<file path="src/rtl/reg_bank_pkg.sv">
// Shared constants and types for the 16-entry register bank with its
// write buffer.
//   N_REGS      number of architectural registers
//   ADDR_W      register index width
//   DEF_WIDTH   default data word width
//   DEF_DEPTH   default write-buffer entry count
//   wb_entry_t  one buffered write {addr, data} at the default width
package reg_bank_pkg;
  localparam int N_REGS    = 16;
  localparam int ADDR_W    = 4;
  localparam int DEF_WIDTH = 16;
  localparam int DEF_DEPTH = 2;

  typedef struct packed {
    logic [ADDR_W-1:0]    addr;
    logic [DEF_WIDTH-1:0] data;
  } wb_entry_t;
endpackage

</file>
<file path="src/rtl/reg_bank_16x16_wb_fifo.sv">
// wb_fifo: parameterised synchronous FIFO holding pending register writes.
// Ports:
//   clk, rst              clock, synchronous active-high reset (control only)
//   push, push_addr/data  append an entry at the tail (caller guarantees !full)
//   pop                   drop the head entry (caller guarantees count != 0)
//   full, count           occupancy
//   head_addr, head_data  entry at the head, valid while count != 0
//   ent_vld, ent_addr     per-slot view used to build the busy vector
module wb_fifo
  import reg_bank_pkg::*;
#(
  parameter  int W     = DEF_WIDTH,
  parameter  int DEPTH = DEF_DEPTH,
  localparam int CNT_W = $clog2(DEPTH + 1),
  localparam int PTR_W = (DEPTH > 1) ? $clog2(DEPTH) : 1
) (
  input  logic              clk,
  input  logic              rst,
  input  logic              push,
  input  logic [ADDR_W-1:0] push_addr,
  input  logic [W-1:0]      push_data,
  input  logic              pop,
  output logic              full,
  output logic [CNT_W-1:0]  count,
  output logic [ADDR_W-1:0] head_addr,
  output logic [W-1:0]      head_data,
  output logic [DEPTH-1:0]  ent_vld,
  output logic [ADDR_W-1:0] ent_addr [DEPTH]
);

  logic [ADDR_W-1:0] addr_q [DEPTH];
  logic [W-1:0]      data_q [DEPTH];
  logic [PTR_W-1:0]  wr_ptr;
  logic [PTR_W-1:0]  rd_ptr;

  // Pointers wrap modulo DEPTH, which need not be a power of two.
  function automatic logic [PTR_W-1:0] ptr_next(input logic [PTR_W-1:0] p);
    if (p == PTR_W'(DEPTH - 1)) return '0;
    return p + PTR_W'(1);
  endfunction

  assign full      = (count == CNT_W'(DEPTH));
  assign head_addr = addr_q[rd_ptr];
  assign head_data = data_q[rd_ptr];

  always_comb begin
    for (int e = 0; e < DEPTH; e++) ent_addr[e] = addr_q[e];
  end

  // Control state: pointers, occupancy and slot valid flags.
  always_ff @(posedge clk) begin
    if (rst) begin
      wr_ptr  <= '0;
      rd_ptr  <= '0;
      count   <= '0;
      ent_vld <= '0;
    end else begin
      if (push) begin
        wr_ptr          <= ptr_next(wr_ptr);
        ent_vld[wr_ptr] <= 1'b1;
      end
      // With count in 1..DEPTH-1 the two pointers differ, so a same-edge
      // push and pop never touch the same slot flag.
      if (pop) begin
        rd_ptr          <= ptr_next(rd_ptr);
        ent_vld[rd_ptr] <= 1'b0;
      end
      case ({push, pop})
        2'b10:   count <= count + CNT_W'(1);
        2'b01:   count <= count - CNT_W'(1);
        default: count <= count;
      endcase
    end
  end

  // Payload storage carries no reset; slots are only read when valid.
  always_ff @(posedge clk) begin
    if (push) begin
      addr_q[wr_ptr] <= push_addr;
      data_q[wr_ptr] <= push_data;
    end
  end

endmodule

</file>
<file path="src/rtl/reg_bank_16x16.sv">
// reg_bank_16x16: sixteen n-bit registers written through a DEPTH-entry
// FIFO write buffer. Requests enter the buffer on a valid/ready handshake and
// retire in order into the bank on edges where commit_en is high.
// Ports:
//   clk, rst            clock, synchronous active-high reset
//   wb_valid, wb_ready  write request handshake (ready = buffer not full)
//   wb_addr, wb_data    destination register and data
//   commit_en           allow the buffer head to retire this edge
//   r0..r15             committed register contents, straight from the flops
//   busy                bit i set while a buffered entry targets register i
//   wb_count            number of buffered entries
module reg_bank_16x16
  import reg_bank_pkg::*;
#(
  parameter int n     = DEF_WIDTH,
  parameter int DEPTH = DEF_DEPTH
) (
  input  logic              clk,
  input  logic              rst,
  input  logic              wb_valid,
  output logic              wb_ready,
  input  logic [ADDR_W-1:0] wb_addr,
  input  logic [n-1:0]      wb_data,
  input  logic              commit_en,
  output logic [n-1:0]      r0,
  output logic [n-1:0]      r1,
  output logic [n-1:0]      r2,
  output logic [n-1:0]      r3,
  output logic [n-1:0]      r4,
  output logic [n-1:0]      r5,
  output logic [n-1:0]      r6,
  output logic [n-1:0]      r7,
  output logic [n-1:0]      r8,
  output logic [n-1:0]      r9,
  output logic [n-1:0]      r10,
  output logic [n-1:0]      r11,
  output logic [n-1:0]      r12,
  output logic [n-1:0]      r13,
  output logic [n-1:0]      r14,
  output logic [n-1:0]      r15,
  output logic [N_REGS-1:0] busy,
  output logic [1:0]        wb_count
);

  localparam int CNT_W = $clog2(DEPTH + 1);

  logic              full;
  logic [CNT_W-1:0]  count;
  logic [ADDR_W-1:0] head_addr;
  logic [n-1:0]      head_data;
  logic [DEPTH-1:0]  ent_vld;
  logic [ADDR_W-1:0] ent_addr [DEPTH];
  logic              accept;
  logic              retire;
  logic [n-1:0]      bank [N_REGS];

  // Ready looks only at occupancy, so a full buffer holds off a request
  // even when the head is retiring on the same edge.
  assign wb_ready = !full;
  assign accept   = wb_valid && wb_ready;
  assign retire   = commit_en && (count != '0);
  assign wb_count = 2'(count);

  wb_fifo #(
    .W     (n),
    .DEPTH (DEPTH)
  ) u_fifo (
    .clk       (clk),
    .rst       (rst),
    .push      (accept),
    .push_addr (wb_addr),
    .push_data (wb_data),
    .pop       (retire),
    .full      (full),
    .count     (count),
    .head_addr (head_addr),
    .head_data (head_data),
    .ent_vld   (ent_vld),
    .ent_addr  (ent_addr)
  );

  always_comb begin
    busy = '0;
    for (int e = 0; e < DEPTH; e++) begin
      if (ent_vld[e]) busy[ent_addr[e]] = 1'b1;
    end
  end

  // Bank with its write decoder; only the retiring head can write it.
  always_ff @(posedge clk) begin
    if (rst) begin
      for (int i = 0; i < N_REGS; i++) bank[i] <= '0;
    end else if (retire) begin
      bank[head_addr] <= head_data;
    end
  end

  assign r0  = bank[0];
  assign r1  = bank[1];
  assign r2  = bank[2];
  assign r3  = bank[3];
  assign r4  = bank[4];
  assign r5  = bank[5];
  assign r6  = bank[6];
  assign r7  = bank[7];
  assign r8  = bank[8];
  assign r9  = bank[9];
  assign r10 = bank[10];
  assign r11 = bank[11];
  assign r12 = bank[12];
  assign r13 = bank[13];
  assign r14 = bank[14];
  assign r15 = bank[15];

endmodule

</file>
<file path="config.mk">
export PLATFORM = sky130hd
export DESIGN_NAME = reg_bank_16x16
export DESIGN_NICKNAME = d
export VERILOG_FILES = /design/src/rtl/reg_bank_pkg.sv /design/src/rtl/reg_bank_16x16_wb_fifo.sv /design/src/rtl/reg_bank_16x16.sv
export SDC_FILE = /design/constraint.sdc
export NUM_CORES = 1
export LEC_CHECK = 0
export ABC_AREA = 1
export CELL_PAD_IN_SITES_DETAIL_PLACEMENT = 1
export CELL_PAD_IN_SITES_GLOBAL_PLACEMENT = 1
export CORE_AREA = 5 5 171 173
export DETAILED_ROUTE_END_ITERATION = 10
export DIE_AREA = 0 0 176 178
export PLACE_DENSITY = 0.82
export SLEW_MARGIN = 5
export SYNTH_ARGS = -nofsm -noshare
export SYNTH_HDL_FRONTEND = slang
export SYNTH_SLANG_ARGS = --single-unit
</file>
<file path="constraint.sdc">
create_clock -name clk -period 5.2 [get_ports clk]
set_input_delay 1.3 -clock clk [delete_from_list [all_inputs] [get_ports clk]]
set_output_delay 1.3 -clock clk [all_outputs]
set_load 0.02 [all_outputs]
</file>
==> results of run 1 <==
sequential cells by signal (all words and copies together) (netlist names), named ones only:
register,count
bank,256
u_fifo.data_q,32
u_fifo.addr_q,8
u_fifo.count,2
u_fifo.ent_vld,2
u_fifo.rd_ptr,1
u_fifo.wr_ptr,1
cell usage in the layout, fill, tap and decap left out, types with 14 or more instances in the layout:
| master | synthesis | final |
|---|---|---|
| clkdlybuf4s50_1 | 0 | 298 |
| edfxtp_1 | 296 | 296 |
| nor2_1 | 255 | 254 |
| nand2_1 | 40 | 40 |
| clkbuf_16 | 0 | 34 |
| inv_1 | 19 | 19 |
| o21ai_0 | 16 | 16 |
| nand3_1 | 15 | 15 |
| nor2_2 | 13 | 14 |
| mux2i_4 | 10 | 14 |
through the flow:
| step | utilization | setup slack [ns] |
|---|---|---|
| finish | 0.579 | 1.46 |
| global route | 0.579 | 1.31 |
| CTS | 0.579 | 1.43 |
| detailed placement | 0.538 | 1.36 |
| global placement | 0.538 | 1.43 |
| floorplan | - | 2.35 |
layout make-up:
cell class	instances	area, sq um
fill	2613	11600
sequential	303	9030
timing repair buffer	302	3010
multi-input combinational	402	2220
clock buffer	43	905
tap	346	433
clock inverter	18	201
inverter	22	92.6
metal layers:
layer / share of wire / vias up
met1: 0.38 / 3893
met3: 0.077 / 59
met2: 0.51 / 404
met4: 0.027 / 0
met5: 0 / -
li1: - / 3278
power by group:
| group | total [W] | leakage, nW | internal, W | switching, W |
|---|---|---|---|---|
| clock network | 0.00240 | 0.543 | 0.00144 | 0.000964 |
| registers | 0.00285 | 3.08 | 0.00279 | 0.0000645 |
| logic | 0.000631 | 2.28 | 0.000203 | 0.000428 |
cell families (layout without fill, tap and decap cells):
kind of cell / Yosys count / in the layout / share of synthesized area
DFF: 303 / 303 / 0.777
AOI/OAI and AO/OA: 33 / 33 / 0.0186
muxes: 16 / 16 / 0.0252
buffers and inverters: 60 / 385 / 0.0360
and+or+nand+nor: 353 / 353 / 0.143
final timing paths:
check | endpoint | slack (ns)
min reg2reg | register | 0.48
max reg2reg | bank[6][13] | 2.32
max | busy[15] | 1.46
min | register | 0.48
worst register-to-register path, cell delays in order, from the launching register on:
cell	delay, ns
dfxtp_2	0.31
buf_4	0.56
o21ai_1	0.31
nor2_2	0.47
nand3_4	0.29
nand2_1	0.58
==> results_dict.tcl, run 1 <==
set metrics [dict create \
    core_sq_mm 0.0275 \
    synthCells 765 \
    cts_tree "done" \
    dp_hpwl_um 27500 \
    path_cells "inv_1, nor3_1, nand2_1, o31ai_1, clkdlybuf4s50_1" \
    grt_busiest_layer "met2" \
    setup_viol 0 \
    end_kind "output pin" \
    yosys_register_bits 303 \
    wl_um 39200 \
    synth_commonest_cells "296 x edfxtp_1, 255 x nor2_1, 40 x nand2_1" \
    yosysSeqAreaShare 0.777 \
    post-place-cells 1375 \
    nNetsFinal 1089 \
    status "finished, final reports clean" \
    initial_core_util 0.423 \
    fin_crit_ns 3.74 \
    port_buffers 298 \
    hold_buffers 0 \
    ant_nets 0 \
    async_flop_share 0 \
    ioPinCount 299 \
    post_dp_cell_area_sq_mm 0.0148 \
    root_buffer "clkbuf_16" \
    dieArea_sq_mm 0.0313 \
    p_per_area_mw_per_mm2 370 \
    grt_pass1_wl_um 55300 \
    use_met2 0.441 \
    drtPass1Iterations 5 \
    crit_path_start "u_fifo.ent_vld[0]" \
    drc 0 \
    ctsResizeCount 0 \
    synth_nets 789 \
    fin_skew_ns 0.0235 \
    cpLargestDelayFamily "buffers and inverters" \
    synth.most_common_cell "edfxtp_1" \
    rows 61 \
    critPathKind "reg2out" \
    crit_fanout 9 \
    viasPerCell 5.32 \
    htreeDepth 2 \
    arrival_ns 2.44 \
    syn2layout_area_growth_pct 36.8 \
    worstMarginPinSlew_ns 1.23 \
    hold_path.class "reg2reg" \
    reg2reg_depth 5 \
    slowest_stage "clkdlybuf4s50_1" \
    period_share 0.720 \
    synth_edf_count 296 \
    cts_buffer_depth 3 \
    num_vias 7634 \
    synth_warnings 0 \
    grtUsageMet1 0.302 \
    max_freq_ghz 0.267 \
    path_depth 5 \
    synthFlopType "edfxtp_1" \
    cpPeakStageDelay_ns 0.68 \
    grt_pass1_vias 8046 \
    p_leak_nw 5.90 \
    fin_area_sq_mm 0.0159 \
    drtIter0Drc 803 \
    required_ns 3.90 \
    diodes 0 \
    startpoint_type "register" \
    synth_top_area_frac 0.765 \
    clkSinkCount 303 \
    wl_per_cell_um 27.3 \
    layout.cells.non_filler 1436 \
    numCtsBuffers 34 \
    maxCapViolCount 0 \
    track_usage 0.244 \
    cts_setup_buffers 0 \
    hold_viol 0 \
    hp-start "u_fifo.rd_ptr" \
    met3_usage 0.0496 \
    antenna_found_initial 0 \
    power_w 0.00588 \
    peakVddDrop_uv 270 \
    grt_overflow 0 \
    postSynthAreaPerCell_sq_um 15.2 \
    synth_cell_types 32 \
    max-slew-margin-rel 0.182 \
    slew_viol_final 0 \
    die_width_um 176 \
    grt_max_degree 28 \
    place_congestion 0.810 \
    setup_tns_ns 0 \
    synth_area_leaders "edfxtp_1 77%, nor2_1 8.2%, mux2i_4 1.9%" \
    rsz0062_at_grt "false" \
    dieHeight_um 178 \
    timing.hold.ws_ns 0.483 \
    clkLatencyLatePin_ns 0.52 \
    synthesis.area_sq_mm 0.0116 \
    path_buf_inv 2 \
    clk_pin_slew_ns 0.06 \
    drive_gt1_frac 0.107 \
    yosysTopAreaCell "edfxtp_1" \
    min_path_cells 2 \
]
No activity file was read; power rests on OpenSTA's default activity.
==> run 2, diff against run 1 <==
CORE_AREA = 5 5 186 188   (was 5 5 171 173)
DIE_AREA = 0 0 191 193   (was 0 0 176 178)
PLACE_DENSITY = 0.73   (was 0.82)
clock period = 3 ns   (was 5.2 ns; I/O delays follow)
==> run 2 against run 1 <==
Compared with the run above:
- setup slack got worse by 1.3 ns
- combinational power increased by 81%
- flip-flop and latch count unchanged
- clock-buffer cell count decreased by 3
- critical endpoint is now busy[2]
- largest cell class unchanged
- highest routed layer unchanged
==> results_dict.tcl, run 2 (same netlist as run 1, synthesis figures left out) <==
set metrics [dict create \
    cpPeakStageDelay_ns 0.63 \
    min_path_cells 2 \
    combPwrFrac 0.112 \
    slew_viol_final 0 \
    reg2reg_depth 7 \
    grt_overflow 0 \
    crit_fanout 5 \
    timing.hold.ws_ns 0.495 \
    largest-register "bank" \
    diodes 0 \
    most-common-layout-cells "296 x edfxtp_1, 287 x clkdlybuf4s50_1, 253 x nor2_1, 52 x buf_4, 40 x nand2_1" \
    reg2reg_slack_ns 0.85 \
    drc 0 \
    dp_hpwl_um 25800 \
    num_vias 7525 \
    path_cells "inv_1, nor2_2, nand3_1, o21ai_0, clkdlybuf4s50_1" \
    viasPerCell 4.74 \
    dieArea_sq_mm 0.0369 \
    ioPinCount 299 \
    dieHeight_um 193 \
    power_w 0.0102 \
    syn2layout_area_growth_pct 41.9 \
    regArea_sq_mm 0.00903 \
    p_per_area_mw_per_mm2 618 \
    rows 67 \
    end_kind "output pin" \
    cell_internal_pwr_w 0.00767 \
    drtPass1Iterations 4 \
    place_congestion 0.801 \
    peakVddDrop_uv 339 \
    antenna_found_initial 0 \
    clkSinkCount 303 \
    final_common_cell "edfxtp_1" \
    ant_nets 0 \
    largest_reg_flops 256 \
    numCtsBuffers 34 \
    critPathKind "reg2out" \
    max-slew-margin-rel 0.390 \
    fin_crit_ns 2.87 \
    grt_pass1_vias 8028 \
    fin_skew_ns 0.0263 \
    clkLatencyLatePin_ns 0.51 \
    grt_max_degree 22 \
    timing.final.ws_setup_ns 0.127 \
    initial_core_util 0.353 \
    setup_viol 0 \
    hold_viol 0 \
    clk_pin_slew_ns 0.06 \
    worstMarginPinSlew_ns 0.896 \
    required_ns 2.25 \
    startpoint_type "register" \
    hold_buffers 0 \
    drtIter0Drc 462 \
    hold_path.class "reg2reg" \
    max_freq_ghz 0.348 \
    status "finished, final reports clean" \
    htreeDepth 2 \
    slowest_stage "clkdlybuf4s50_1" \
    arrival_ns 2.12 \
    nNetsFinal 1140 \
    crit_path_start "u_fifo.addr_q[0][1]" \
    root_buffer "clkbuf_16" \
    port_buffers 298 \
    cts_tree "done" \
    die_width_um 191 \
    switching_power_w 0.00251 \
    grt_pass1_wl_um 52900 \
    swShare 0.247 \
    track_usage 0.195 \
    p_leak_nw 6.30 \
    maxCapViolCount 0 \
    multi_input_area_sq_mm 0.00226 \
    fill_cells 3272 \
    setup_tns_ns 0 \
    cts_buffer_depth 3 \
    wl_per_cell_um 23.2 \
    wl_um 36800 \
    drive_gt1_frac 0.152 \
    p_clk_frac 0.404 \
    post-route-util 0.500 \
    reg_top3 "bank: 256 flops, u_fifo.data_q: 32 flops, u_fifo.addr_q: 8 flops" \
    pwr-share-seq 0.484 \
    period_share 0.958 \
    core_sq_mm 0.0329 \
    rsz0062_at_grt "false" \
    r2r_end "bank[9][8]" \
    cp-endpoint "busy[2]" \
    pre_cts_ws_ns 0.188 \
]
## run 2: cell count changes in the layout (fill, tap and decap cells not counted), sizes merged
cell           previous run  this run
dlymetal6s2s              0         7
clkinvlp                  0         1
clkdlybuf4s50           298       287
buf                       4        55
clkbuf                   43        40
dlygate4sd2               0         4
clkinv                   13        14
## run 2: worst min path at each step
| stage | slack [ns] | startpoint | endpoint |
|---|---|---|---|
| after floorplan | 0.46 | u_fifo.rd_ptr | register |
| after global placement | 0.47 | u_fifo.rd_ptr | u_fifo.rd_ptr |
| after detailed placement | 0.49 | u_fifo.rd_ptr | u_fifo.rd_ptr |
| after CTS | 0.50 | u_fifo.rd_ptr | u_fifo.rd_ptr |
| after global routing | 0.53 | u_fifo.rd_ptr | u_fifo.rd_ptr |
| final | 0.50 | u_fifo.rd_ptr | u_fifo.rd_ptr |
## run 2: metrics by stage
step / cells / instance area, sq um
2_1_floorplan: 765 / 11600
3_3_place_gp: 1527 / 15400
3_5_place_dp: 1527 / 15400
4_1_cts: 1587 / 16500
5_1_grt: 1588 / 16500
6_report: 1588 / 16500
## run 2: cell type report
type | count | area share
multi-input cells | 402 | 0.137
repair buffers | 353 | 0.209
clock inverters | 20 | 0.0133
clock buffers | 40 | 0.0530
flip-flops and latches | 303 | 0.548
inverters | 22 | 0.00562
well taps | 448 | 0.0340
## run 2: what timing repair did
action	CTS	global route
setup buffers	0	1
setup endpoints to repair	8	9
gates resized for setup	8	8
## run 2: metal layers
layer | global-route usage | vias to the layer above | share of wire | wire length [um]
met5 | 0 | - | 0 | 0
met4 | 0.0467 | 0 | 0.022 | 794
met3 | 0.0412 | 50 | 0.062 | 2280
met2 | 0.345 | 281 | 0.51 | 18600
met1 | 0.248 | 3831 | 0.41 | 15100
li1 | - | 3363 | - | -
## run 2: power by group through the flow
stage	Combinational, W	Clock, W	Sequential, W
after floorplan	0.000382	0	0.00516
after global routing	0.00119	0.00439	0.00494
after detailed placement	0.00115	0	0.00502
final	0.00114	0.00411	0.00493
after CTS	0.00116	0.00419	0.00493
after global placement	0.00113	0	0.00501
## run 2: worst max-delay path, delay by kind of cell (launching register included)
family,cells,cell delay [ns]
compound gates,1,0.09
buf+inv,2,0.75
flops,1,0.47
simple gates,2,0.32
